## config.mk

```make
export PLATFORM = sky130hd
export DESIGN_NAME = mdu_divider
export DESIGN_NICKNAME = d
export VERILOG_FILES = /design/src/rtl/mdu_divider_pkg.sv /design/src/rtl/mdu_divider_div_step.sv /design/src/rtl/mdu_divider.sv
export SDC_FILE = /design/constraint.sdc
export NUM_CORES = 1
export LEC_CHECK = 0
export CAP_MARGIN = 40
export CORE_ASPECT_RATIO = 0.7
export CORE_MARGIN = 4
export CORE_UTILIZATION = 45
export DETAILED_ROUTE_END_ITERATION = 6
export DONT_BUFFER_PORTS = 1
export HOLD_SLACK_MARGIN = 0.02
export MAX_ROUTING_LAYER = met4
export PLACE_DENSITY = 0.66
export SETUP_SLACK_MARGIN = 0.3
export SLEW_MARGIN = 20
export SYNTH_ARGS = -nofsm -noshare
export SYNTH_HDL_FRONTEND = slang
export SYNTH_SLANG_ARGS = --single-unit
```

## constraint.sdc

```tcl
create_clock -name clk -period 7.2 [get_ports clk]
set_clock_uncertainty 0.15 [all_clocks]
set_input_delay 1.08 -clock clk [delete_from_list [all_inputs] [get_ports clk]]
set_output_delay 1.08 -clock clk [all_outputs]
set_load 0.01 [all_outputs]
```

## src/rtl/mdu_divider_pkg.sv

```systemverilog
// -----------------------------------------------------------------------------
// mdu_divider_pkg
//  Shared definitions for the EX-stage DIV/DIVU unit.
//  Contents:
//   DIV_WIDTH_DEF  default operand width
//   div_state_e    divider FSM state encodings (DIV_IDLE / DIV_CALC / DIV_DONE)
// -----------------------------------------------------------------------------
package mdu_divider_pkg;

   localparam int DIV_WIDTH_DEF = 32;

   typedef enum logic [1:0] {
      DIV_IDLE = 2'd0,
      DIV_CALC = 2'd1,
      DIV_DONE = 2'd2
   } div_state_e;

endpackage

```

## src/rtl/mdu_divider_div_step.sv

```systemverilog
// -----------------------------------------------------------------------------
// mdu_divider_div_step
//  One radix-2 restoring iteration: shift the next dividend bit into the
//  partial remainder, trial-subtract the divisor, keep the difference when it
//  does not borrow.
//  Ports:
//   rem       in   WIDTH  partial remainder before this step
//   dvd_msb   in   1      dividend bit shifted in this step
//   dvs       in   WIDTH  divisor magnitude
//   rem_next  out  WIDTH  partial remainder after this step
//   q_bit     out  1      quotient bit produced by this step
// -----------------------------------------------------------------------------
module mdu_divider_div_step #(
   parameter int WIDTH = 32
) (
   input  logic [WIDTH-1:0] rem,
   input  logic             dvd_msb,
   input  logic [WIDTH-1:0] dvs,
   output logic [WIDTH-1:0] rem_next,
   output logic             q_bit
);

   // One extra bit so the shifted remainder never loses its top bit before
   // the compare.
   logic [WIDTH:0] rem_sh;
   logic [WIDTH:0] diff;

   assign rem_sh = {rem, dvd_msb};
   assign diff   = rem_sh - {1'b0, dvs};

   // With rem < dvs on entry, diff[WIDTH] is exactly the borrow of the trial
   // subtraction, so it doubles as the (inverted) compare result.
   assign q_bit    = ~diff[WIDTH];
   assign rem_next = q_bit ? diff[WIDTH-1:0] : rem_sh[WIDTH-1:0];

endmodule

```

## src/rtl/mdu_divider.sv

```systemverilog
// -----------------------------------------------------------------------------
// mdu_divider
//  Multi-cycle radix-2 restoring divider for DIV (signed) and DIVU in EX.
//  result = {remainder, quotient} feeds the {HI,LO} path; busy stalls IF/ID
//  and ID/EX while a divide is in flight.
//  Ports:
//   clk       in   1        clock
//   rst       in   1        synchronous reset, active-low
//   flush     in   1        cancel in-flight op; wins over start
//   start     in   1        request divide (only sampled in IDLE)
//   sign      in   1        1 = DIV, 0 = DIVU
//   dividend  in   WIDTH    RS operand
//   divisor   in   WIDTH    RT operand
//   busy      out  1        stall request (combinational)
//   done      out  1        one-cycle result-valid pulse
//   result    out  2*WIDTH  {remainder, quotient}, held until next completed op
//  Configuration:
//   DIV_EARLY_OUT_EN  when defined, a zero divisor or |dividend| < |divisor|
//                     skips CALC and completes in the cycle after start.
// -----------------------------------------------------------------------------
module mdu_divider
   import mdu_divider_pkg::*;
#(
   parameter int WIDTH = DIV_WIDTH_DEF
) (
   input  logic               clk,
   input  logic               rst,
   input  logic               flush,
   input  logic               start,
   input  logic               sign,
   input  logic [WIDTH-1:0]   dividend,
   input  logic [WIDTH-1:0]   divisor,
   output logic               busy,
   output logic               done,
   output logic [2*WIDTH-1:0] result
);

   localparam int CW = (WIDTH > 1) ? $clog2(WIDTH) : 1;
   localparam logic [CW-1:0] CNT_LAST = CW'(WIDTH - 1);
   localparam logic [WIDTH-1:0] ONES = {WIDTH{1'b1}};

   function automatic logic [WIDTH-1:0] neg(input logic [WIDTH-1:0] v);
      return ~v + {{(WIDTH-1){1'b0}}, 1'b1};
   endfunction

   // Magnitude of a signed operand; the most negative value maps onto itself,
   // which is the correct unsigned magnitude.
   function automatic logic [WIDTH-1:0] abs_val(input logic signed [WIDTH-1:0] v,
                                                input logic is_signed);
      return (is_signed && v[WIDTH-1]) ? neg(v) : v;
   endfunction

   div_state_e state_q, state_d;

   logic [CW-1:0]      cnt_q;
   logic [WIDTH-1:0]   rem_q;
   logic [WIDTH-1:0]   dvd_q;   // dividend bits shift out the top, quotient bits in the bottom
   logic [WIDTH-1:0]   dvs_q;
   logic               q_neg_q;
   logic               r_neg_q;
   logic               dz_q;
   logic [2*WIDTH-1:0] result_q;

   logic [WIDTH-1:0]   abs_dvd;
   logic [WIDTH-1:0]   abs_dvs;
   logic               dvs_zero;
   logic               early;
   logic [2*WIDTH-1:0] early_res;
   logic [WIDTH-1:0]   rem_nx;
   logic               q_bit;
   logic [WIDTH-1:0]   q_final;
   logic [WIDTH-1:0]   q_fixed;
   logic [WIDTH-1:0]   r_fixed;
   logic               accept;

   assign abs_dvd  = abs_val(dividend, sign);
   assign abs_dvs  = abs_val(divisor, sign);
   assign dvs_zero = (divisor == '0);
   assign accept   = start && !flush;

   // Early-out results coincide with what the full iteration would produce,
   // so the remainder is just the raw dividend.
   assign early_res = {dividend, dvs_zero ? ONES : '0};

`ifdef DIV_EARLY_OUT_EN
   assign early = dvs_zero || (abs_dvd < abs_dvs);
`else
   assign early = 1'b0;
`endif

   mdu_divider_div_step #(
      .WIDTH (WIDTH)
   ) u_div_step (
      .rem      (rem_q),
      .dvd_msb  (dvd_q[WIDTH-1]),
      .dvs      (dvs_q),
      .rem_next (rem_nx),
      .q_bit    (q_bit)
   );

   // Final-iteration quotient is taken straight from the step so the result
   // can be registered on the same edge that enters DONE.
   assign q_final = {dvd_q[WIDTH-2:0], q_bit};

   // A zero divisor leaves the remainder at |dividend|; restoring the
   // dividend's sign makes it equal the raw dividend, and the quotient is
   // forced to all-ones regardless of signs.
   assign q_fixed = dz_q    ? ONES        : (q_neg_q ? neg(q_final) : q_final);
   assign r_fixed = r_neg_q ? neg(rem_nx) : rem_nx;

   // FSM state register
   always_ff @(posedge clk) begin
      if (!rst) begin
         state_q <= DIV_IDLE;
      end else begin
         state_q <= state_d;
      end
   end

   // Next state and control outputs
   always_comb begin
      state_d = state_q;
      busy    = 1'b0;
      done    = 1'b0;
      case (state_q)
         DIV_IDLE: begin
            if (accept) begin
               busy    = 1'b1;
               state_d = early ? DIV_DONE : DIV_CALC;
            end
         end
         DIV_CALC: begin
            busy = 1'b1;
            if (flush) begin
               state_d = DIV_IDLE;
            end else if (cnt_q == CNT_LAST) begin
               state_d = DIV_DONE;
            end
         end
         DIV_DONE: begin
            done    = !flush;
            state_d = DIV_IDLE;
         end
         default: begin
            state_d = DIV_IDLE;
         end
      endcase
   end

   // Operand latch, iteration and result registers
   always_ff @(posedge clk) begin
      if (!rst) begin
         cnt_q    <= '0;
         rem_q    <= '0;
         dvd_q    <= '0;
         dvs_q    <= '0;
         q_neg_q  <= 1'b0;
         r_neg_q  <= 1'b0;
         dz_q     <= 1'b0;
         result_q <= '0;
      end else begin
         case (state_q)
            DIV_IDLE: begin
               if (accept) begin
                  cnt_q   <= '0;
                  rem_q   <= '0;
                  dvd_q   <= abs_dvd;
                  dvs_q   <= abs_dvs;
                  q_neg_q <= sign && (dividend[WIDTH-1] ^ divisor[WIDTH-1]);
                  r_neg_q <= sign && dividend[WIDTH-1];
                  dz_q    <= dvs_zero;
                  if (early) begin
                     result_q <= early_res;
                  end
               end
            end
            DIV_CALC: begin
               if (!flush) begin
                  rem_q <= rem_nx;
                  dvd_q <= q_final;
                  if (cnt_q == CNT_LAST) begin
                     cnt_q    <= '0;
                     result_q <= {r_fixed, q_fixed};
                  end else begin
                     cnt_q <= cnt_q + 1'b1;
                  end
               end
            end
            default: begin
            end
         endcase
      end
   end

   assign result = result_q;

endmodule

```

==> results of run 1 <==
## final cells by class
type / instances / area [um^2]
well taps: 331 / 414
clock inverters: 12 / 115
diodes: 1 / 2.50
clock buffers: 19 / 433
flip-flops and latches: 170 / 3400
inverters: 60 / 228
multi-input cells: 1255 / 7740
repair buffers: 20 / 146
fillers: 2612 / 13200
## power by group through the flow
stage               clock [mW]  combinational (mW)  sequential (mW)
finish                   0.894               0.533             1.01
global route             0.940               0.581             1.01
CTS                      0.903               0.519             1.00
detailed placement           0               0.516             1.02
global placement             0               0.514             1.02
floorplan                    0               0.386             1.01
## per-layer routing
metal / track usage (%) / wire [um] / vias up
met2: 34.6 / 15300 / 576
li1: - / - / 5592
met4: 4.92 / 445 / 0
met3: 10.3 / 5470 / 38
met1: 43.9 / 20100 / 5543
met5: - / 0 / -
## logic make-up (layout without fill, tap and decap cells)
| logic type | after synthesis | after routing | synth area share [%] |
|---|---|---|---|
| buffers and inverters | 150 | 111 | 5.11 |
| muxes | 26 | 26 | 2.32 |
| and+or+nand+nor | 568 | 568 | 22.2 |
| other | 0 | 1 | 0 |
| DFF | 170 | 170 | 29.0 |
| AOI/OAI and AO/OA | 505 | 505 | 28.4 |
| xor gates and xnor gates | 117 | 117 | 8.74 |
| adders and majority gates | 39 | 39 | 4.22 |
## cells in the final DEF (no fill, tap or decap), drive strengths merged, types with 21 or more instances in the layout
| master | Yosys | final |
|---|---|---|
| nor2 | 234 | 234 |
| xnor2 | 60 | 60 |
| dfxtp | 170 | 170 |
| nand2 | 131 | 131 |
| nor3 | 41 | 41 |
| nor4 | 21 | 21 |
| ha | 38 | 38 |
| o21ai | 108 | 108 |
| a21oi | 170 | 170 |
| o31ai | 21 | 21 |
| inv | 60 | 65 |
| xor2 | 57 | 57 |
| and2 | 22 | 22 |
| nand3 | 27 | 27 |
| or3 | 27 | 27 |
| a211oi | 62 | 62 |
## registers in the layout, indices dropped and copies added (netlist names)
name	flops
r_neg_q	1
state_q	2
result	64
rem_q	32
cnt_q	5
dvd_q	32
dvs_q	32
dz_q	1
q_neg_q	1
## critical path: cells and delay by family (launching register included)
family | cells | cell delay (ns)
adder cells (fa/ha/maj) | 2 | 0.67
buffers and inverters | 1 | 0.44
AO/OA/AOI/OAI | 9 | 2.17
AND/OR/NAND/NOR | 7 | 1.38
XOR/XNOR | 1 | 0.18
flip-flops | 1 | 0.45
## path summary, 6_finish.rpt
check	end	start	slack, ns
max reg2reg	result[60]	rem_q[10]	1.68
max	result[60]	rem_q[10]	1.68
min	dvs_q[17]	dvs_q[17]	0.31
min reg2reg	dvs_q[17]	dvs_q[17]	0.31
==> results.md, run 1 <==
- Dividing total power by cell area gives a power density of between 150 and 200 mW/mm^2.
- The largest total area in the synthesized netlist belongs to sky130_fd_sc_hd__dfxtp_1.
- The clock network power share is between 30% and 40%.
- Static timing analysis puts the maximum clock frequency at between 150 and 200 MHz.
- The slowest stage of the critical path is the sky130_fd_sc_hd__a2111oi_4 cell.
- Sorting the synthesized cells by how often they occur yields 233 x sky130_fd_sc_hd__nor2_1, 170 x sky130_fd_sc_hd__dfxtp_1, 166 x sky130_fd_sc_hd__a21oi_1, 131 x sky130_fd_sc_hd__nand2_1, 93 x sky130_fd_sc_hd__o21ai_0.
- The quantity of I/O buffers inserted on ports is 0.
- The depth of the worst hold-timing path is 2.
- The placer's final routability congestion estimate is ~0.98.
- The worst-case setup margin in the final layout is 1.68 ns.
- The number of antenna violations at the first check in global routing is 2.
- Measured along the x axis, the die boundary spans 201 um.
- The number of global-route vias before repair is 10,300.
- The number of buffers inserted for hold repair after clock tree synthesis is 0.
- The row count is 49.
- The critical path is of the register to register type.
- The CTS sink count is 170.
- The number of buffers added for setup after CTS is 0.
- The number of flops mapped to enable cells by yosys is 0.
- Once detailed placement completed, the half-perimeter wirelength came to between 30,000 and 40,000 um.
- The routed design could run at a clock period as short as between 5 and 6 ns.
- In this run, distinct cell masters in the synthesized netlist total 85.
- The clock root buffer master is sky130_fd_sc_hd__clkbuf_16.
- The via count of the routed design is 11,700.
- The internal power of the cells totals 1.63 mW.
- The leakage power figure is 4.58 nW.
- The largest single stage delay on the critical path is between 0.6 and 0.7 ns.
- The post-synthesis average cell area is 7.45 um^2.
- The layout overhead on the synthesized area is 6.44%.
- The count of endpoints failing hold in the final timing report was 0.
- TritonCTS built the clock tree.
- The ratio of routed vias to standard cells is around 6.3.
- The power share of the sequential group is roughly two fifths.
- The worst hold slack is between 0.3 and 0.4 ns.
- By instance count, the leading cell after synthesis is sky130_fd_sc_hd__nor2_1.
- The area share of the leading cell type in the synthesized netlist is roughly 29%.
- Of the total power, the share spent switching nets is 33.1%.
- The initial utilization of the core area, before any placement, comes to about 46%.
- The post-cts resize count is 0.
- Setup total negative slack on the finished layout was measured at 0 ns.
- The max-capacitance violation count is 0.
- STA classifies the critical path endpoint as a register.
- In this run the count of I/O pins placed on the die edge is about 140.
- The worst hold path belongs to the class register to register.
- After detailed routing, the average wire length per cell comes to ~22 um.
- In this run the deepest clock path goes through 2 buffers.
- The share of the Yosys chip area taken by registers is approximately 29%.
- The relative slew slack is roughly 40%.
- At the end of the flow the core is filled with cells to around 49%.
- For this run, asynchronously set or reset flops after synthesis account for 0%.
- The logic depth of the worst register-to-register path is 20.
- The register bit total from synthesis is 170.
- STA classifies the critical path startpoint as a register.
- The most common flop cell mapped by yosys is sky130_fd_sc_hd__dfxtp_1.
- In this run the worst path has a maximum fanout of 17.
- The floorplan die height is 143 um.
- The required time of the worst setup path is around 7.4 ns.
- The total core area is 0.0257 mm^2.
- The critical path goes through ha_1 > a21oi_2 > o21ai_0 > nor3_1 > a21oi_2 > a2111oi_4 > nor2_4 > inv_1 > nor2_1 > a21oi_1 > ha_1 > and2_1 > o221ai_1 > nor4_1 > and3_1 > a41oi_4 > o41ai_2 > xor2_1 > nand2_1 > a21oi_1.
- The largest net degree at the start of global routing is between 70 and 80.
- For the pin with the worst max-slew slack, the measured transition is roughly 0.9 ns.
- Setup violations remaining at the end of the flow were counted as 0.
- After detailed routing, the number of remaining DRC violations is 0.
- The pre-antenna-repair detailed-routing pass consisted of 5 iterations.
- The flow ran to the end, and the final reports show no timing, DRC or antenna violations.
- The number of nets in the layout is 1,632.
- The total power consumption of the routed design is around 2.4 mW.
- The cell area after synthesis is 0.0117 mm^2.
- The total number of H-tree levels is 4.
- The number of placed instances, taps included, is 1,836.
- Setup repair after global routing left no endpoint under its margin.
- Once layout is done, the placed cells without fillers occupy approximately 0.012 mm^2.
- The die covers 0.0288 mm^2.
- Once detail routing completed, the nets flagged for antenna violations numbered 0.
- Summed over all layers, the global routing overflow is 0.
- The synthesized net count is ~1,700.
- The combinational share of power is 21.9%.
- The power dissipated by switching net loads is just over 0.8 mW.
- The insertion delay to the later sink of the worst-skew pair is between 0.4 and 0.5 ns.
- In the finished design, the share of the clock period the worst path needs comes to 76.7%.
- The data arrival at the endpoint of the critical path is about 5.7 ns.
- The clock input transition at the sequential cells of the worst setup and hold paths is about 0.07 ns.
- After the flow finishes, the layout carries non-filler instances totaling 1,868.
- For this run, the number of Yosys warnings is 0.
- The share of post-route cells with drive strength above 1 is under 10%.
- Clock tree synthesis inserted a total of 17 buffers.
- The setup slack after placement is 1.82 ns.
- The first global-routing pass estimated between 60,000 and 70,000 um of wire.
- The largest voltage drop on the vdd net is about 0.17 mV.
- After the first detailed-routing iteration, the DRC count stood at between 1,000 and 1,500.
- The post-placement cell area is between 0.01 and 0.015 mm^2.
- The overall track demand over capacity in global routing is roughly 28%.
- In the post-synthesis netlist, the biggest area contributors are sky130_fd_sc_hd__dfxtp_1 29%, sky130_fd_sc_hd__nor2_1 7.5%, sky130_fd_sc_hd__a21oi_1 7.1%.
- The number of slew-limit violations in the final report came to 0.
- In the synthesized netlist, the number of instances is roughly 1,600.
- The routed design has 41,200 um of wire.
Power figures use the tool's default switching activity.
==> inputs of run 2 (changes only) <==
--- a/config.mk
+++ b/config.mk
@@ -5,6 +5,7 @@
 export SDC_FILE = /design/constraint.sdc
 export NUM_CORES = 1
 export LEC_CHECK = 0
+export ABC_AREA = 1
 export CAP_MARGIN = 40
 export CORE_ASPECT_RATIO = 0.7
 export CORE_MARGIN = 4
==> constraint.sdc (replaced) <==
create_clock -name clk -period 5.6 [get_ports clk]
set_clock_uncertainty 0.15 [all_clocks]
set_input_delay 0.84 -clock clk [delete_from_list [all_inputs] [get_ports clk]]
set_output_delay 0.84 -clock clk [all_outputs]
set_load 0.01 [all_outputs]
==> results.md, run 2 <==
- The number of antenna cells inserted is 0.
- The number of flops mapped to enable cells by yosys is 0.
- The clock root buffer master is sky130_fd_sc_hd__clkbuf_16.
- Counting the buffers created by CTS gives 17.
- The layout overhead on the synthesized area is 6.74%.
- The tool flagged a number of max-cap violations equal to 0.
- Summing every instance area after synthesis gives 0.0128 mm^2.
- Setup violations remaining at the end of the flow were counted as 0.
- In the post-synthesis netlist, the biggest area contributors are sky130_fd_sc_hd__dfxtp_1 27%, sky130_fd_sc_hd__nand2_1 17%, sky130_fd_sc_hd__inv_1 9.3%.
- For this run, asynchronously set or reset flops after synthesis account for 0%.
- The register bit total from synthesis is 170.
- The number of slew-limit violations in the final report is 0.
- The ratio of routed vias to standard cells is about 5.4.
- The gate count of the mapped netlist is ~2,100.
- The first global-routing pass estimated 68,300 um of wire.
- Leaving out fill and tap cells, the most frequent cell in the layout is sky130_fd_sc_hd__nand2_1.
- For this run, the register share of the synthesized area comes to 26.6%.
- The critical-path cell with the highest stage delay is sky130_fd_sc_hd__fa_1.
- The via count of the routed design is around 13,000.
- Pin placement for this block handled 135 I/O pins.
- The design internal power is 2.17 mW.
- The leakage power figure is 6.99 nW.
- The starting density of the core is between 40% and 50%.
- The count of warnings emitted by yosys is 0.
- Subtracting the final worst setup slack from the clock period gives 4.60 ns.
- The clock network power share is about 37%.
- Measured against its own limit, the worst slew margin works out to a little under half.
- Clock-pin slew was measured on the worst setup and hold paths at ~0.070 ns.
- The finished layout holds 2,460 standard cells, fillers aside.
- The class of the worst hold path is register to register.
- From bottom edge to top edge, the die measures about 150 um.
- The count of endpoints failing hold in the final timing report is 0.
- TritonCTS built the clock tree.
- The combinational share of power is between 20% and 30%.
- For this run, the slowest stage of the critical path takes just over 0.4 ns.
- The number of antenna violations at the first check in global routing came to 0.
- The CTS sink count is 170.
- The required time of the worst setup path is a little under 6 ns.
- The worst setup path is launched from a register.
- Entering global routing, the biggest net connects between 90 and 100 pins.
- The detailed router finished its first iteration with ~1,500 violations.
- The number of placed instances with taps included is between 2,000 and 2,500.
- The synthesized net count is 2,231.
- The number of buffers inserted for hold repair after clock tree synthesis is 0.
- Global routing finished with a remaining overflow of 0.
- The die outline area is around 0.031 mm^2.
- The post-cts resize count is 0.
- The post-synthesis average cell area is 6.02 um^2.
- Row generation in the floorplan step produced 51 rows.
- The largest voltage drop on the vdd net is approximately 0.16 mV.
- In the layout the commonest cells are 595 x sky130_fd_sc_hd__nand2_1, 315 x sky130_fd_sc_hd__inv_1, 218 x sky130_fd_sc_hd__nor2_1, 170 x sky130_fd_sc_hd__dfxtp_1, 169 x sky130_fd_sc_hd__a21oi_1.
- The total core area is around 0.028 mm^2.
- The power dissipated by switching net loads is between 1 and 1.5 mW.
- The total negative setup slack is 0 ns.
- The area share of the leading cell type in the synthesized netlist is about a quarter.
- The worst setup path is captured at a register.
- The number of global-route vias before repair was 11,900.
- The end-of-flow core utilization is around half.
- sky130_fd_sc_hd__nand2_1 is the most common cell in the netlist.
- Setup repair after global routing left no endpoint under its margin.
- In the finished design, the share of the clock period the worst path needs comes to 82.1%.
- In the routed design, unresolved DRC markers number 0.
- Cells with a size suffix above 1 make up under 10% of the layout.
- The overall track demand over capacity in global routing is 28.7%.
- The buffer levels on the longest clock path is 2.
- In this run the worst path has a maximum fanout of 32.
- The remaining antenna violation count is 0.
- The distinct cell type count after synthesis is around 50.
- Data on the critical path arrives at its endpoint at 4.78 ns.
- The biggest area contributor in the post-synthesis netlist is sky130_fd_sc_hd__dfxtp_1.
- In this run switching power makes up about a third of total power.
- The flip-flop count of the largest register, all copies and words added is 64.
- The run finished with clean final reports.
- The power density relative to cell area is between 200 and 250 mW/mm^2.
- For the pin with the worst max-slew slack, the measured transition is slightly above 0.8 ns.
- Sorting the synthesized cells by how often they occur yields 595 x sky130_fd_sc_hd__nand2_1, 316 x sky130_fd_sc_hd__inv_1, 220 x sky130_fd_sc_hd__nor2_1, 170 x sky130_fd_sc_hd__dfxtp_1, 169 x sky130_fd_sc_hd__a21oi_1.
- For this run, the leading register cell type out of synthesis is sky130_fd_sc_hd__dfxtp_1.
- Buffers added to address setup during post-CTS repair amount to 0.
- Input and output buffers added on the ports amount to 0.
- The length of the first detailed-routing pass in iterations is 5.
- The wire-length estimate of the detail-placed layout is roughly 35,000 um.
- In the final routed layout, each cell accounts on average for approximately 18 um.
- For the worst-skew pair, the clock arrives at the later sink with an insertion delay of roughly 0.44 ns.
- The H-tree was split into 4 levels.
- After the last flow step, the layout net total stands at around 2,200.
- The overall die width is 209 um.
- The type of the worst setup path is register to register.
- For this run, the top clock speed supported by timing is 218 MHz.
- The power share of the sequential group is between 30% and 40%.
- The placer's final routability congestion estimate is a little under 1.
- The final layout contains routed wiring with a total length of roughly 45,000 um.
[run 2: cell types whose count changed after synthesis, moves of 16 or more]
cell                       previous run  this run
sky130_fd_sc_hd__a211oi_1            62         3
sky130_fd_sc_hd__and3_1              17         1
sky130_fd_sc_hd__inv_1               60       316
sky130_fd_sc_hd__mux2i_1             19         0
sky130_fd_sc_hd__nand2_1            131       595
sky130_fd_sc_hd__nand2_2              0        17
sky130_fd_sc_hd__nand3_1             27       128
sky130_fd_sc_hd__nor3_1              40        20
sky130_fd_sc_hd__nor4_1              21         5
sky130_fd_sc_hd__o21ai_0             93       125
sky130_fd_sc_hd__o31ai_1             16         0
sky130_fd_sc_hd__or3_1               27         1
sky130_fd_sc_hd__xnor2_1             60        30
sky130_fd_sc_hd__xor2_1              57        38
[run 2: area by class of cell]
type / instances / area [um^2]
Fill cell: 2951 / 14200
Multi-Input combinational cell: 1549 / 7820
Sequential cell: 170 / 3400
Inverter: 326 / 1220
Tap cell: 371 / 464
Clock buffer: 17 / 425
Clock inverter: 15 / 180
Timing Repair Buffer: 12 / 130
[run 2: kinds of logic (layout without fill, tap and decap cells)]
| logic type | Yosys count | in the layout | synth area share [%] |
|---|---|---|---|
| and+or+nand+nor | 1059 | 1059 | 35.5 |
| DFF | 170 | 170 | 26.6 |
| buffers and inverters | 404 | 370 | 12.3 |
| adders and majority gates | 39 | 39 | 3.88 |
| xor gates and xnor gates | 68 | 68 | 4.66 |
| AOI/OAI and AO/OA | 383 | 383 | 17.1 |
[run 2: power by group through the flow]
stage	Clock (mW)	Combinational (mW)	Sequential, mW
2_1_floorplan	0	0.585	1.30
5_1_grt	1.30	0.890	1.30
4_1_cts	1.25	0.774	1.30
3_3_place_gp	0	0.774	1.32
3_5_place_dp	0	0.771	1.32
6_report	1.24	0.799	1.30
[run 2: critical path: cells and delay by family (launching register included)]
| kind | cells | cell delay [ns] |
|---|---|---|
| simple gates | 17 | 2.34 |
| compound gates | 4 | 0.41 |
| flops | 1 | 0.33 |
| buf+inv | 4 | 0.37 |
| fa+ha+maj | 3 | 0.86 |
[run 2: worst paths after layout]
check | from | cells past startpoint | end | slack (ns)
max | dvd_q[31] | 28 | result[30] | 1.00
min | dvd_q[0] | 2 | dvd_q[0] | 0.34
max reg2reg | dvd_q[31] | 28 | result[30] | 1.00
min reg2reg | dvd_q[0] | 2 | dvd_q[0] | 0.34
[run 2: per-layer routing]
layer / global-route usage, % / share of wire, % / vias to the layer above
li1: - / - / 6672
met1: 44.3 / 51 / 6041
met2: 38.1 / 39 / 533
met3: 6.62 / 9.5 / 34
met4: 4.89 / 1.1 / 0
met5: - / 0 / -
[run 2: per-stage QoR]
| step | hold WS [ns] | worst slack (ns) | power [mW] | area (um^2) |
|---|---|---|---|---|
| after floorplan | 0.290 | 1.65 | 1.89 | 12800 |
| after global placement | 0.316 | 1.18 | 2.10 | 13000 |
| after detailed placement | 0.327 | 1.10 | 2.10 | 13000 |
| after CTS | 0.339 | 1.06 | 3.32 | 13600 |
| after global routing | 0.360 | 0.533 | 3.49 | 13600 |
| final | 0.338 | 1.00 | 3.33 | 13600 |
